`config.mk`:
```
export PLATFORM = sky130hd
export DESIGN_NAME = regfile
export DESIGN_NICKNAME = d
export VERILOG_FILES = /design/src/rtl/regfile_pkg.sv /design/src/rtl/regfile_ram.sv /design/src/rtl/regfile.sv
export SDC_FILE = /design/constraint.sdc
export NUM_CORES = 1
export LEC_CHECK = 0
export CAP_MARGIN = 20
export CORE_ASPECT_RATIO = 0.7
export CORE_MARGIN = 4
export CORE_UTILIZATION = 56
export CTS_CLUSTER_DIAMETER = 50
export CTS_CLUSTER_SIZE = 14
export DETAILED_ROUTE_END_ITERATION = 8
export PLACE_DENSITY = 0.74
export SETUP_SLACK_MARGIN = 0.05
export SLEW_MARGIN = 10
export SYNTH_ARGS = -nofsm -noshare
export SYNTH_HDL_FRONTEND = slang
export SYNTH_SLANG_ARGS = --single-unit
```
`constraint.sdc`:
```
create_clock -name clk -period 2.8 [get_ports clk]
set_input_delay 0.56 -clock clk [delete_from_list [all_inputs] [get_ports clk]]
set_output_delay 0.56 -clock clk [all_outputs]
set_load 0.005 [all_outputs]
```
`src/rtl/regfile_pkg.sv`:
```
// Shared register-file definitions: geometry defaults, FSM states and read-path selects.
package regfile_pkg;

  localparam int unsigned RF_DATA_W = 32;
  localparam int unsigned RF_ADDR_W = 5;
  localparam int unsigned RF_DEPTH  = 32;

  typedef enum logic {
    RF_ST_INIT,
    RF_ST_READY
  } rf_state_e;

  // Which source drives a read port after the edge; chosen alongside the RAM read.
  typedef enum logic [1:0] {
    RD_SEL_ZERO,
    RD_SEL_BYP,
    RD_SEL_RAM
  } rd_sel_e;

endpackage

```
`src/rtl/regfile_ram.sv`:
```
// 2-read/1-write synchronous-read storage with no reset, shaped for block-RAM inference.
module regfile_ram #(
  parameter int unsigned DATA_W = 32,
  parameter int unsigned ADDR_W = 5
) (
  input  logic              i_clk,
  input  logic              i_we,
  input  logic [ADDR_W-1:0] i_waddr,
  input  logic [DATA_W-1:0] i_wdata,
  input  logic [ADDR_W-1:0] i_raddr1,
  input  logic [ADDR_W-1:0] i_raddr2,
  output logic [DATA_W-1:0] o_rdata1,
  output logic [DATA_W-1:0] o_rdata2
);

  localparam int unsigned DEPTH = 1 << ADDR_W;

  logic [DATA_W-1:0] r_mem [DEPTH];

  // Read-before-write on address collision; the top level bypasses that case.
  always_ff @(posedge i_clk) begin
    if (i_we) begin
      r_mem[i_waddr] <= i_wdata;
    end
    o_rdata1 <= r_mem[i_raddr1];
    o_rdata2 <= r_mem[i_raddr2];
  end

endmodule

```
`src/rtl/regfile.sv`:
```
// Integer register file: WB write port, two registered ID read ports, x0 hardwired,
// same-cycle write bypass, and a post-reset init sequencer that clears x1..x31.
module regfile
  import regfile_pkg::*;
#(
  parameter int unsigned DATA_W = RF_DATA_W,
  parameter int unsigned ADDR_W = RF_ADDR_W
) (
  input  logic              clk,
  input  logic              rst,
  input  logic              wb_reg_wen,
  input  logic [ADDR_W-1:0] wb_reg_waddr,
  input  logic [DATA_W-1:0] wb_reg_wdata,
  input  logic [ADDR_W-1:0] id_rs1_addr,
  input  logic [ADDR_W-1:0] id_rs2_addr,
  output logic [DATA_W-1:0] rf_rs1_rdata,
  output logic [DATA_W-1:0] rf_rs2_rdata,
  output logic              rf_busy
);

  localparam logic [ADDR_W-1:0] LAST_IDX = '1;

  rf_state_e         r_state;
  rf_state_e         w_state_nxt;
  logic [ADDR_W-1:0] r_init_idx;

  logic              w_busy;
  logic              w_commit;
  logic              w_ram_we;
  logic [ADDR_W-1:0] w_ram_waddr;
  logic [DATA_W-1:0] w_ram_wdata;
  logic [DATA_W-1:0] w_ram_rd1;
  logic [DATA_W-1:0] w_ram_rd2;

  rd_sel_e           w_rs1_sel;
  rd_sel_e           w_rs2_sel;
  rd_sel_e           r_rs1_sel;
  rd_sel_e           r_rs2_sel;
  logic [DATA_W-1:0] r_byp_data;

  always_ff @(posedge clk or negedge rst) begin
    if (!rst) begin
      r_state <= RF_ST_INIT;
    end else begin
      r_state <= w_state_nxt;
    end
  end

  always_comb begin
    w_state_nxt = r_state;
    if (r_state == RF_ST_INIT && r_init_idx == LAST_IDX) begin
      w_state_nxt = RF_ST_READY;
    end
  end

  always_comb begin
    w_busy      = (r_state == RF_ST_INIT);
    w_commit    = (r_state == RF_ST_READY) && wb_reg_wen && (wb_reg_waddr != '0);
    w_ram_we    = w_busy || w_commit;
    w_ram_waddr = w_busy ? r_init_idx : wb_reg_waddr;
    w_ram_wdata = w_busy ? '0 : wb_reg_wdata;
  end

  // Saturates at the last index; it is not consulted once READY.
  always_ff @(posedge clk or negedge rst) begin
    if (!rst) begin
      r_init_idx <= ADDR_W'(1);
    end else if (r_state == RF_ST_INIT && r_init_idx != LAST_IDX) begin
      r_init_idx <= r_init_idx + ADDR_W'(1);
    end
  end

  regfile_ram #(
    .DATA_W (DATA_W),
    .ADDR_W (ADDR_W)
  ) u_ram (
    .i_clk    (clk),
    .i_we     (w_ram_we),
    .i_waddr  (w_ram_waddr),
    .i_wdata  (w_ram_wdata),
    .i_raddr1 (id_rs1_addr),
    .i_raddr2 (id_rs2_addr),
    .o_rdata1 (w_ram_rd1),
    .o_rdata2 (w_ram_rd2)
  );

  always_comb begin
    w_rs1_sel = RD_SEL_RAM;
    if (w_busy || id_rs1_addr == '0) begin
      w_rs1_sel = RD_SEL_ZERO;
    end else if (w_commit && wb_reg_waddr == id_rs1_addr) begin
      w_rs1_sel = RD_SEL_BYP;
    end
    w_rs2_sel = RD_SEL_RAM;
    if (w_busy || id_rs2_addr == '0) begin
      w_rs2_sel = RD_SEL_ZERO;
    end else if (w_commit && wb_reg_waddr == id_rs2_addr) begin
      w_rs2_sel = RD_SEL_BYP;
    end
  end

  // Select state resets to ZERO so both outputs read 0 the moment reset asserts.
  always_ff @(posedge clk or negedge rst) begin
    if (!rst) begin
      r_rs1_sel <= RD_SEL_ZERO;
      r_rs2_sel <= RD_SEL_ZERO;
    end else begin
      r_rs1_sel <= w_rs1_sel;
      r_rs2_sel <= w_rs2_sel;
    end
  end

  always_ff @(posedge clk) begin
    r_byp_data <= wb_reg_wdata;
  end

  always_comb begin
    unique case (r_rs1_sel)
      RD_SEL_BYP: rf_rs1_rdata = r_byp_data;
      RD_SEL_RAM: rf_rs1_rdata = w_ram_rd1;
      default:    rf_rs1_rdata = '0;
    endcase
    unique case (r_rs2_sel)
      RD_SEL_BYP: rf_rs2_rdata = r_byp_data;
      RD_SEL_RAM: rf_rs2_rdata = w_ram_rd2;
      default:    rf_rs2_rdata = '0;
    endcase
  end

  assign rf_busy = w_busy;

endmodule

```
# Word-level counts from Yosys, hierarchy flattened
# Memory sizes are Yosys's and may differ from the RTL's. A register that Yosys moved wholly into a read port is not among the register bits.
# Cells that the tools add are included.
# classes
add_sub_neg	1
mul	0
div	0
n_lt_le_gt_ge	0
n_eq_ne	8
shift	0
n_mux	10
bitwise	1
n_reduce_logical	12
# op_table
op	n
$pmux 32 s2	2
$mux 32	1
$eq 5x5->1	2
$logic_not 5->1	2
$mux 2	4
$logic_and 1x1->1	6
$add 5x1->5 const B	1
$eq 5x5->1 const B	1
$mux 5	1
$ne 5x5->1 const B	1
$reduce_bool 5->1	1
$eq 2x1->1 const B	2
$eq 2x2->1 const B	2
$logic_or 1x1->1	3
$mux 1	2
$not 1->1	1
# totals
register_bits	42
latch_bits	0
mem_bits_rw	1024
mem_bits_ro	0
out_inout_bits	65
n_memories	1
# mem_list
name	words	word_bits	read_ports	rd_ports_with_merged_regs	write_ports	line_no	rtl
u_ram.r_mem	32	32	2	2	1	regfile_ram.sv:18	logic [DATA_W-1:0] r_mem [DEPTH];

# Depth between registers and ports, before layout
# logic_depth
ltp_word	5
mapped_depth	8
depth_no_buf	6

# Hierarchy
# Synthesis repeated with hierarchy kept, for this count alone.
# hier_totals
hier_cells	3726
hier_area_um2	52379.0
# modules_own_cells
mod	n_inst	cells_per_inst	area_each_um2	seq_area_each_um2
regfile_ram	1	3450	50070.5	32030.7
regfile	1	276	2308.5	892.1

# Least setup slack after synthesis
# No wires, ideal clock.
# synth_timing
path_type	in2reg
start	input port wb_reg_waddr[3]
end	memory u_ram.r_mem[0][0] (enable)
setup_time_ns	0.421
t_arrival_ns	2.619
setup_slack_ns	-0.240
cell_stages	5
path_buffers	1
cell_sequence	clkbuf_2 -> nor3_1 -> a21boi_0 -> a31oi_1 -> nor2_1
# synth_between
elab_chain_cells	5
# synth_lines
item	line_no	rtl
start: declaration	regfile.sv:12	input logic [ADDR_W-1:0] wb_reg_waddr,
$reduce_bool 5->1	regfile.sv:58	w_commit = (r_state == RF_ST_READY) && wb_reg_wen && (wb_reg_waddr != '0);
$logic_and 1x1->1	regfile.sv:58	
$logic_or 1x1->1	regfile.sv:59	w_ram_we = w_busy || w_commit;
$mux 1	regfile_ram.sv:22	if (i_we) begin
$mux 1 (not written as such)	regfile_ram.sv:23	r_mem[i_waddr] <= i_wdata;
end: declaration	regfile_ram.sv:18	
# Several ways; a longest one is shown, not always the timed one.

# Final worst setup path
# layout_timing
start	register r_rs2_sel[0]
end	output port rf_rs2_rdata[10]
# layout_between
elab_chain_cells	2
# layout_lines
item	line_no	rtl
start: declaration	regfile.sv:38	rd_sel_e r_rs2_sel;
start signal: assignment	regfile.sv:109	r_rs2_sel <= w_rs2_sel;
$eq 2x2->1 / $eq 2x1->1 (equally long branches)	regfile.sv:123	unique case (r_rs2_sel)
$pmux 32 s2 *	regfile.sv:123	
end: declaration	regfile.sv:17	output logic [DATA_W-1:0] rf_rs2_rdata,
# Mark *: on every way between the ends. The rest lies on a longest branch, timed or not.

==> flow_summary.json <==
{
  "status": "finished, final reports clean",
  "io_pins": 115,
  "fillers": 5642,
  "synthCells": 2498,
  "drive_above_1_share_pct": 38.5,
  "crit_arrival_ps": 2210,
  "fin_cells": 4112,
  "via_per_inst": 7.26,
  "fin_ws_ps": 33.3,
  "drtIter0Drc": 4605,
  "die_w_microns": 364,
  "path_max_fanout": 6,
  "grt_max_degree": 45,
  "area_growth_pct": 17.8,
  "synth_ff_type": "edfxtp_1",
  "dr.pass1.iters": 6,
  "drv_slew": 0,
  "swShare_pct": 22.9,
  "setup_viol": 0,
  "finalSetupTns_ps": 0,
  "numCtsBuffers": 96,
  "cts.sinks": 1130,
  "internal-power_uw": 26900,
  "nets": 2920,
  "rsz0062_at_grt": "yes",
  "synth.distinct_cells": 46,
  "rows": 91,
  "design_area_sq_um": 58400,
  "power_frac_seq_pct": 53.5,
  "skew_ps": 23.3,
  "fin_crit_sh_pct": 98.8,
  "p_total_uw": 34900,
  "fin_crit_ps": 2770,
  "htree_levels": 3,
  "clock.fmax_mhz": 361,
  "leakage_uw": 0.0190,
  "dp_hpwl_mm": 92.8,
  "vdd_drop_max_uv": 492,
  "maxSlewHeadroom_pct": 28.0,
  "die_area_sq_um": 93400,
  "dp_cells": 3885,
  "grt_pass1_wl_mm": 210,
  "syn_area_per_cell_sq_um": 19.9,
  "core_area_sq_um": 87900,
  "worst_pin_slew_ps": 1080,
  "yosys_register_bits": 1130,
  "ant_nets": 0,
  "synth_edf_count": 1024,
  "clock_latency_ps": 700,
  "antenna_found_initial": 0,
  "cts.path.max_buffers": 3,
  "ys_warn_count": 0,
  "syn_nets": 2554,
  "post_drt_wl_per_cell_microns": 35.5,
  "power_density_nw_per_um2": 597,
  "post-place-ws_ps": -154,
  "track_usage_pct": 31.4,
  "postRouteWirelength_mm": 146,
  "cts_tree": "done",
  "finalHoldViolCount": 0,
  "maxCapViolations": 0,
  "drc_errors": 0,
  "cp-end-kind": "primary output",
  "root_buffer": "clkbuf_16",
  "synth_area_sq_um": 49600,
  "clk_pin_slew_ps": 60,
  "ys_seq_area_share_pct": 66.4,
  "netSwitchingPower_uw": 7990,
  "gp_congestion": 0.882,
  "port_buffers": 114,
  "clkPwrFrac_pct": 37.1,
  "grt_pass1_vias": 30061,
  "overflow": 0,
  "comb_power_share_pct": 9.3,
  "cp-start-kind": "flip-flop",
  "initial_core_util_pct": 56.4,
  "hold_path_class": "input port to asynchronous set/reset pin",
  "crit_type": "flip-flop to primary output",
  "placed_cell_area_sq_um": 54600,
  "critPathRequiredTime_ps": 2240,
  "vias": 29849,
  "fp.dieH_microns": 257,
  "async_flop_share_pct": 0.885
}
==> layout by cell type, fill, tap and decap left out, drive strengths merged, types with 9 or more instances in the layout <==
cell type / instances
dfrtp: 9
nand3: 14
mux2i: 33
dfxtp: 96
and2: 32
o22ai: 248
mux4: 496
nor4: 64
buf: 393
a22oi: 70
inv: 17
clkbuf: 181
clkdlybuf4s50: 46
nor2: 105
nand2: 27
edfxtp: 1024
==> per-layer routing <==
| metal | global-route usage, % | wire (microns) |
|---|---|---|
| met3 | 6.68 | 16400 |
| met1 | 43.9 | 53100 |
| met4 | 14.5 | 8280 |
| met5 | 0 | 0 |
| met2 | 48.3 | 68400 |
==> per-stage QoR <==
step,utilization (%),hold WS (ps)
finish,66.4,239
global route,66.4,252
CTS,66.4,215
detailed placement,62.1,536
global placement,62.1,499
floorplan,-,264
==> synthesized netlist by cell type (6+ instances only) <==
library cell  number  share of area, %
a22oi_1           70               1.1
a31oi_1            7             0.088
and2_1            32              0.40
buf_2             70              0.71
buf_4             11              0.17
buf_6             47               1.1
clkbuf_1          62              0.47
dfrtp_1            9              0.45
dfxtp_1           96               3.9
edfxtp_1        1024                62
ha_1               6              0.15
inv_1              8             0.061
mux2i_1           33              0.67
mux4_1            19               1.0
mux4_2           477                22
nand2_1           27              0.20
nand3_1           14              0.14
nor2_1           105              0.79
nor2b_1            6             0.076
nor3_1             6             0.061
nor4_1            64              0.81
o22ai_1          248               3.1
xnor2_1            8              0.14
==> worst max-delay path, stage by stage (launching register included) <==
cell and delay, ps:
dfrtp_1 410, buf_6 130, inv_4 40, ha_4 150
buf_12 130, buf_12 160, buf_6 120, a22oi_2 40
nor2_1 160, buf_2 150
==> sequential cells by signal, summed over array words and instances (netlist names) <==
register	cells
r_byp_data	32
r_rs1_sel	2
u_ram.o_rdata2	32
r_state	1
u_ram.o_rdata1	32
u_ram.r_mem	1024
r_init_idx	5
r_rs2_sel	2
==> area by class of cell <==
type / instances / area (sq um) / share of cell area (%)
Clock inverter: 18 / 200 / 0.343
Clock buffer: 164 / 2740 / 4.70
Antenna cell: 2 / 5.00 / 0.00857
Timing Repair Buffer: 467 / 5030 / 8.61
Sequential cell: 1130 / 32900 / 56.4
Multi-Input combinational cell: 1160 / 16000 / 27.4
Inverter: 9 / 36.3 / 0.0621
Tap cell: 1162 / 1450 / 2.49
==> power by group through the flow <==
stage / Clock [uW] / Combinational, uW / Sequential [uW]
3_5_place_dp: 0 / 3240 / 19000
5_1_grt: 13800 / 3420 / 18700
6_report: 12900 / 3260 / 18700
4_1_cts: 13100 / 3240 / 18700
2_1_floorplan: 0 / 1780 / 19000
3_3_place_gp: 0 / 3180 / 19000
==> logic make-up (layout without fill, tap and decap cells) <==
kind of cell               count (synthesis)  after routing  synth area share, %
muxes                                    530            530                 23.4
xor gates and xnor gates                  13             13                0.230
and+or+nand+nor                          274            274                 2.76
AOI/OAI and AO/OA                        337            337                 4.45
other                                      0              2                    0
DFF                                     1130           1130                 66.4
buffers and inverters                    208            658                 2.65
adders and majority gates                  6              6                0.151
==> path summary, 6_finish.rpt <==
kind / cells past startpoint / end / slack (ps) / start
max: 9 / rf_rs2_rdata[10] / 30 / r_rs2_sel[0]$_DFF_PN0_
min: 1 / r_init_idx[3]$_DFFE_PN0P_ / 240 / rst
max reg2reg: 5 / u_ram.r_mem[19][30]$_DFFE_PP_ / 350 / r_state$_DFFE_PN0P_
min reg2reg: 1 / r_init_idx[2]$_DFFE_PN0P_ / 550 / r_init_idx[2]$_DFFE_PN0P_
max in group asynchronous: 1 / r_state$_DFFE_PN0P_ / 2140 / rst
min in group clk: 1 / r_byp_data[17]$_DFF_P_ / 320 / wb_reg_wdata[17]
==> repair_timing <==
item	4_1_cts	5_1_grt
setup buffers	23	14
resized for setup	294	52
endpoints found under the setup margin	64	44
gates cloned	9	1
pin swaps	24	30
hold buffers	0	0
(Power assumes the default switching activity.)
